**config.mk**
```make
export PLATFORM = sky130hd
export DESIGN_NAME = endpoint_txn_controller
export DESIGN_NICKNAME = d
export VERILOG_FILES = /design/src/rtl/usb_pkg.sv /design/src/rtl/timeout_counter.sv /design/src/rtl/endpoint_txn_controller.sv
export SDC_FILE = /design/constraint.sdc
export NUM_CORES = 1
export LEC_CHECK = 0
export CAP_MARGIN = 15
export CORE_ASPECT_RATIO = 1.1
export CORE_MARGIN = 1.5
export CORE_UTILIZATION = 35
export CTS_CLUSTER_SIZE = 16
export DETAILED_ROUTE_END_ITERATION = 8
export HOLD_SLACK_MARGIN = 0.03
export PLACE_DENSITY = 0.68
export SLEW_MARGIN = 15
export SYNTH_ARGS = -nofsm -noshare
export SYNTH_HDL_FRONTEND = slang
export SYNTH_HIERARCHICAL = 1
export SYNTH_SLANG_ARGS = --single-unit
```
**constraint.sdc**
```tcl
create_clock -name clk -period 3.1 [get_ports clk]
set_clock_uncertainty 0.05 [all_clocks]
set_input_delay 0.93 -clock clk [delete_from_list [all_inputs] [get_ports clk]]
set_output_delay 0.93 -clock clk [all_outputs]
set_load 0.01 [all_outputs]
```
**src/rtl/usb_pkg.sv**
```systemverilog
// Shared USB endpoint definitions: received PIDs, transmit packet types,
// register-block request codes and the default buffer capacity.
package usb_pkg;

  typedef enum logic [2:0] {
    PID_DATA      = 3'd0,
    PID_IN_TOKEN  = 3'd1,
    PID_OUT_TOKEN = 3'd2,
    PID_ACK       = 3'd3,
    PID_NAK       = 3'd4
  } rx_pid_e;

  typedef enum logic [1:0] {
    TX_NONE = 2'd0,
    TX_DATA = 2'd1,
    TX_ACK  = 2'd2,
    TX_NAK  = 2'd3
  } tx_packet_e;

  localparam logic [7:0] TXC_REQ_DATA = 8'd1;
  localparam logic [7:0] TXC_REQ_NAK  = 8'd3;

  localparam int DEFAULT_MAX_OCCUPANCY = 64;

endpackage

```
**src/rtl/timeout_counter.sv**
```systemverilog
// Clear/enable counter that saturates at TERMINAL and flags when it gets there.
module timeout_counter #(
  parameter int TERMINAL = 1023,
  parameter int WIDTH    = 10
) (
  input  logic clk,
  input  logic n_rst,
  input  logic clear,
  input  logic enable,
  output logic terminal
);

  logic [WIDTH-1:0] count;

  assign terminal = (count == WIDTH'(TERMINAL));

  // Count while enabled; hold at the terminal value instead of wrapping.
  always_ff @(posedge clk) begin
    // NOTE: reset is synchronous, so it lives inside the clocked branch rather than the sensitivity list.
    if (!n_rst) begin
      count <= '0;
    end else if (clear) begin
      count <= '0;
    end else if (enable && !terminal) begin
      count <= count + 1'b1;
    end
  end

endmodule

```
**src/rtl/endpoint_txn_controller.sv**
```systemverilog
// USB endpoint transaction sequencer: decodes tokens, runs the OUT/IN
// handshakes, issues TX requests and reports done/timeout/error strobes.
module endpoint_txn_controller
  import usb_pkg::*;
#(
  parameter int TIMEOUT_CYCLES = 1024,
  parameter int MAX_OCCUPANCY  = DEFAULT_MAX_OCCUPANCY
) (
  input  logic       clk,
  input  logic       n_rst,
  input  logic [2:0] rx_packet,
  input  logic       rx_packet_done,
  input  logic       rx_error,
  input  logic [7:0] tx_control,
  input  logic [6:0] buffer_occupancy,
  input  logic       tx_transfer_active,
  input  logic       tx_error,
  output logic       tx_start,
  output logic [1:0] tx_packet,
  output logic       d_mode,
  output logic       clear_tx_control,
  output logic       txn_done,
  output logic       txn_timeout,
  output logic       txn_error
);

  localparam int CNT_W = (TIMEOUT_CYCLES > 2) ? $clog2(TIMEOUT_CYCLES) : 1;

  typedef enum logic [2:0] {
    IDLE,
    OUT_WAIT,
    IN_WAIT,
    TX_ISSUE,
    TX_BUSY,
    ACK_WAIT
  } state_e;

  state_e     state, state_next;
  tx_packet_e pkt_q, pkt_next;
  logic       from_in_q, from_in_next;
  logic       seen_rise_q, seen_rise_next;
  logic       done_next, timeout_next, error_next, clear_next;
  logic       restart;
  logic       cnt_terminal, cnt_clear, cnt_enable;

  logic rx_ok, rx_bad, occ_full, occ_empty, risen;

  assign rx_ok     = rx_packet_done && !rx_error;
  assign rx_bad    = rx_packet_done && rx_error;
  assign occ_full  = (buffer_occupancy == 7'(MAX_OCCUPANCY));
  assign occ_empty = (buffer_occupancy == '0);
  // The transfer counts as started once it has been seen high in TX_BUSY.
  assign risen     = seen_rise_q || tx_transfer_active;

  // A token received in OUT_WAIT restarts the wait even when the state is unchanged.
  assign cnt_clear  = (state_next != state) || restart;
  assign cnt_enable = state inside {OUT_WAIT, IN_WAIT, TX_BUSY, ACK_WAIT};

  timeout_counter #(
    .TERMINAL (TIMEOUT_CYCLES - 1),
    .WIDTH    (CNT_W)
  ) u_timeout_counter (
    .clk      (clk),
    .n_rst    (n_rst),
    .clear    (cnt_clear),
    .enable   (cnt_enable),
    .terminal (cnt_terminal)
  );

  // Next-state and strobe decode; priority is error, then packet event, then timeout.
  always_comb begin
    // NOTE: every signal written here gets a default first so no path can infer a latch.
    state_next     = state;
    pkt_next       = pkt_q;
    from_in_next   = from_in_q;
    seen_rise_next = 1'b0;
    done_next      = 1'b0;
    timeout_next   = 1'b0;
    error_next     = 1'b0;
    clear_next     = 1'b0;
    restart        = 1'b0;

    case (state)
      IDLE: begin
        if (rx_ok && rx_packet == PID_OUT_TOKEN) begin
          state_next = OUT_WAIT;
        end else if (rx_ok && rx_packet == PID_IN_TOKEN) begin
          state_next = IN_WAIT;
        end
      end

      OUT_WAIT: begin
        if (rx_bad) begin
          error_next = 1'b1;
          state_next = IDLE;
        end else if (rx_ok && rx_packet == PID_DATA) begin
          pkt_next     = occ_full ? TX_NAK : TX_ACK;
          from_in_next = 1'b0;
          state_next   = TX_ISSUE;
        end else if (rx_ok && rx_packet == PID_OUT_TOKEN) begin
          restart = 1'b1;
        end else if (rx_ok && rx_packet == PID_IN_TOKEN) begin
          state_next = IN_WAIT;
        end else if (cnt_terminal) begin
          timeout_next = 1'b1;
          state_next   = IDLE;
        end
      end

      IN_WAIT: begin
        from_in_next = 1'b1;
        if (tx_control == TXC_REQ_DATA && !occ_empty) begin
          pkt_next   = TX_DATA;
          state_next = TX_ISSUE;
        end else if (tx_control == TXC_REQ_DATA || tx_control == TXC_REQ_NAK) begin
          pkt_next   = TX_NAK;
          state_next = TX_ISSUE;
        end else if (cnt_terminal) begin
          pkt_next     = TX_NAK;
          timeout_next = 1'b1;
          state_next   = TX_ISSUE;
        end
      end

      TX_ISSUE: begin
        state_next = TX_BUSY;
      end

      TX_BUSY: begin
        seen_rise_next = risen;
        if (tx_error) begin
          error_next = 1'b1;
          state_next = IDLE;
        end else if (seen_rise_q && !tx_transfer_active) begin
          if (pkt_q == TX_DATA) begin
            state_next = ACK_WAIT;
          end else begin
            done_next  = 1'b1;
            clear_next = from_in_q;
            state_next = IDLE;
          end
        end else if (!risen && cnt_terminal) begin
          timeout_next = 1'b1;
          state_next   = IDLE;
        end
      end

      ACK_WAIT: begin
        if (rx_bad) begin
          error_next = 1'b1;
          state_next = IDLE;
        end else if (rx_ok && rx_packet == PID_ACK) begin
          done_next  = 1'b1;
          clear_next = 1'b1;
          state_next = IDLE;
        end else if (rx_ok && rx_packet == PID_NAK) begin
          timeout_next = 1'b1;
          state_next   = IDLE;
        end else if (cnt_terminal) begin
          timeout_next = 1'b1;
          state_next   = IDLE;
        end
      end

      default: begin
        state_next = IDLE;
      end
    endcase
  end

  // State, latched packet type and registered completion strobes.
  always_ff @(posedge clk) begin
    // NOTE: sequential state uses non-blocking assignments so every register samples pre-edge values.
    if (!n_rst) begin
      state            <= IDLE;
      pkt_q            <= TX_NONE;
      from_in_q        <= 1'b0;
      seen_rise_q      <= 1'b0;
      txn_done         <= 1'b0;
      txn_timeout      <= 1'b0;
      txn_error        <= 1'b0;
      clear_tx_control <= 1'b0;
    end else begin
      state            <= state_next;
      pkt_q            <= pkt_next;
      from_in_q        <= from_in_next;
      seen_rise_q      <= seen_rise_next;
      txn_done         <= done_next;
      txn_timeout      <= timeout_next;
      txn_error        <= error_next;
      clear_tx_control <= clear_next;
    end
  end

  // TX-side outputs decode only from registered state.
  assign tx_start  = (state == TX_ISSUE);
  assign tx_packet = (state == TX_ISSUE) ? pkt_q : TX_NONE;
  assign d_mode    = (state == TX_ISSUE) || (state == TX_BUSY);

endmodule

```
==> results.rst <==
.. list-table::
   :header-rows: 1

   * - Metric
     - Value
   * - IO Count
     - 32
   * - Sw Share
     - 0.224
   * - Number of antenna violations at the first check in global routing
     - 0
   * - Clock tree from TritonCTS
     - done
   * - Cell-internal power
     - 0.404 mW
   * - Post-detail-place hpwl
     - 2.67 mm
   * - Cell at the root of the clock tree
     - sky130_fd_sc_hd__clkbuf_8
   * - Core Area
     - 3600 um^2
   * - Slew Viols, Final
     - 0
   * - Required time reported for the critical path endpoint
     - 3220 ps
   * - Cell variety after synth
     - 55
   * - Area of all sequential standard cells
     - 420 um^2
   * - Clk Latency, worst-skew pair
     - 260 ps
   * - Initial Utilization
     - 0.363
   * - #FFs+latches synth
     - 21
   * - Vias after detailed routing
     - 1350
   * - Number of buffers inserted by post-CTS setup repair
     - 0
   * - Total routing usage reported by global routing
     - 0.175
   * - CP startpoint kind
     - primary input
   * - Clock buffer count from CTS
     - 3
   * - Count of cells resized by post-cts repair
     - 0
   * - Buffers from clock root to sink, at most
     - 2
   * - Per-cell via count in the routed design
     - 5.42
   * - Total power divided by cell area
     - 296 nW/um^2
   * - Width of the chip
     - 61.2 um
   * - Sum of negative setup slack
     - 0 ps
   * - Final net count
     - 225
   * - Hold buffer count at CTS
     - 0
   * - Area delta synth->final
     - 35.1%
   * - Worst Hold Margin
     - 418 ps
   * - Number of inserted filler cells in the final layout
     - 363
   * - Worst rel slew slack
     - 0.621
   * - Maximum number of pins on one net before global-route repair
     - 16
   * - DR WL/cell
     - 13.4 um
   * - Area used by multi-input combinational logic
     - 827 um^2
   * - Synth Instances
     - 161
   * - Slew at the pin with the worst max-slew slack
     - 564 ps
   * - Share of layout cells above drive strength 1
     - 0.126
   * - Final Worst Setup Slack
     - 203 ps
   * - # rows
     - 23
   * - Share of the yosys chip area belonging to registers
     - 0.322
   * - Count of flip-flops with a built-in enable after synthesis
     - 0
   * - Total nets after synthesis
     - 186
   * - Largest fanout of any net on the critical path
     - 7
   * - Run status
     - finished, final reports clean
   * - Standby leakage power
     - 0.591 nW
   * - Critical path start-end classification
     - primary input to register
   * - Placer's final routability congestion estimate
     - 0.887
   * - Fraction of registers with async set or reset after synthesis
     - 0
   * - Detailed router's first-iteration violation count
     - 61
   * - Placed instance count
     - 245
   * - Fraction of post-synthesis cell area in the top cell type by area
     - 0.322
   * - Sequential share of power
     - 0.524
   * - Clock network fraction of design power
     - 0.342
   * - Dominant cell type by area after synthesis
     - sky130_fd_sc_hd__dfxtp_1
   * - Number of port buffers
     - 31
   * - Number of routed nets with antenna violations
     - 0
   * - Congestion Overflow GR
     - 0
   * - Pre-CTS setup slack
     - -81.8 ps
   * - Post-layout util
     - 0.490
   * - Shortest clock period the worst path allows after layout
     - 2900 ps
   * - Sort of element at the end of the critical path
     - register
   * - Vertical extent of the die
     - 67.0 um
   * - Most used flip-flop cell after synthesis
     - sky130_fd_sc_hd__dfxtp_1
   * - First-pass iteration count of the detailed router
     - 4
   * - Count of unresolved DRC violations after routing
     - 0
   * - CTS Sinks
     - 21
   * - Worst hold path class
     - register to register
   * - Number of global-route vias before repair
     - 1259
   * - Total inserted antenna cells
     - 0
   * - Final period utilization
     - 0.934
   * - Worst VDD drop
     - 0.000229 V
   * - Final Hold Viols
     - 0
   * - Setup repair after global routing missed its margin
     - false
   * - Netlist Area Pre-Place
     - 1310 um^2
   * - Number of levels in the clock H-tree
     - 1
   * - Finish-stage setup viols
     - 0
   * - Total routed wirelength
     - 3.33 mm
   * - Combinational share of power
     - 0.134
   * - Synth Area per Inst
     - 8.11 um^2
   * - Die area
     - 4100 um^2
   * - Maximum clock frequency
     - 345 MHz
   * - First-pass GRT wire length
     - 5.46 mm
   * - Ys Warns
     - 6
   * - Final Instance Count excl. Fillers
     - 249
   * - Synth top area cells
     - sky130_fd_sc_hd__dfxtp_1 32%, sky130_fd_sc_hd__nand2_1 5.5%, sky130_fd_sc_hd__nor2_1 5.2%, sky130_fd_sc_hd__a21oi_1 3.8%, sky130_fd_sc_hd__a31oi_1 2.4%
   * - Reported max-cap violation count
     - 0
   * - Clock transition at the registers of the reported paths
     - 70 ps
   * - Reported net switching power
     - 0.117 mW
   * - CP arrival
     - 3010 ps
[through the flow]
stage / cell area, um^2 / total power, mW
2_1_floorplan: 1310 / 0.304
3_3_place_gp: 1720 / 0.347
3_5_place_dp: 1720 / 0.349
4_1_cts: 1760 / 0.529
5_1_grt: 1760 / 0.545
6_report: 1760 / 0.521
[path summary, 6_finish.rpt]
check | slack (ps) | startpoint | cells after the start | end
max | 200 | rx_packet_done | 9 | u_timeout_counter/count[8]
max reg2reg | 600 | u_timeout_counter/count[4] | 11 | u_timeout_counter/count[8]
min | 420 | pkt_q[0] | 2 | pkt_q[0]
min reg2reg | 420 | pkt_q[0] | 2 | pkt_q[0]
[cell families after synthesis]
kind of cell	Yosys count	synth area share
compound gates	45	0.261
flops	21	0.322
mux	1	0.00767
simple gates	78	0.336
xor+xnor	3	0.0201
buf+inv	12	0.0441
fa+ha+maj	1	0.00959
[final cells by class]
| class | count | share of cell area |
|---|---|---|
| well taps | 50 | 0.0355 |
| repair buffers | 42 | 0.223 |
| clock buffers | 4 | 0.0256 |
| multi-input cells | 128 | 0.469 |
| flip-flops and latches | 21 | 0.238 |
| inverters | 4 | 0.00852 |
[synth_stat cells, types with 3 or more instances]
master	n
sky130_fd_sc_hd__dfxtp_1	21
sky130_fd_sc_hd__inv_1	4
sky130_fd_sc_hd__nor3_1	5
sky130_fd_sc_hd__nand2_1	19
sky130_fd_sc_hd__a31oi_1	5
sky130_fd_sc_hd__a21oi_1	10
sky130_fd_sc_hd__nor2b_1	5
sky130_fd_sc_hd__o21ai_0	3
sky130_fd_sc_hd__nand3_1	5
sky130_fd_sc_hd__nor4_1	3
sky130_fd_sc_hd__nor2_1	18
sky130_fd_sc_hd__nand2b_1	4
sky130_fd_sc_hd__nor3_2	3
sky130_fd_sc_hd__clkbuf_1	5
[registers in the layout, indices dropped and copies added (netlist names)]
| signal | count |
|---|---|
| state | 3 |
| txn_error | 1 |
| from_in_q | 1 |
| clear_tx_control | 1 |
| pkt_q | 2 |
| u_timeout_counter/count | 10 |
| txn_done | 1 |
| seen_rise_q | 1 |
| txn_timeout | 1 |
[power groups by stage]
stage	Clock, mW	Sequential [mW]	Combinational [mW]
final	0.178	0.273	0.0697
after CTS	0.186	0.273	0.0695
after detailed placement	0	0.280	0.0693
after floorplan	0	0.279	0.0250
after global placement	0	0.279	0.0674
after global routing	0.196	0.273	0.0759
[layer usage]
layer  routed length [um]  global-route usage
met5                    0                   0
met1                 1420               0.199
met2                 1760               0.314
met4                    0              0.0380
met3                  148              0.0524
[placed cells by master (no fill, tap or decap), drive strengths merged, types with 3 or more instances in the layout]
cell type       n
dfxtp          21
clkdlybuf4s50  31
nand2b          4
o2111ai         3
nor4            3
and4            3
inv             4
a21oi          10
nor2b           6
a31oi           6
nor4b           3
nand2          20
buf            11
nor3            8
nand3           5
o21ai           3
clkbuf          4
nor2           18
[critical path, stage by stage]
cell and delay (ps):
sky130_fd_sc_hd__clkdlybuf4s50_1 480, sky130_fd_sc_hd__or3b_4 270, sky130_fd_sc_hd__o2111ai_2 140, sky130_fd_sc_hd__a311o_2 400, sky130_fd_sc_hd__o211ai_1 90, sky130_fd_sc_hd__o2111ai_1 120, sky130_fd_sc_hd__nand2b_1 190, sky130_fd_sc_hd__buf_4 190
sky130_fd_sc_hd__a311oi_1 210
Power figures use the tool's default switching activity.
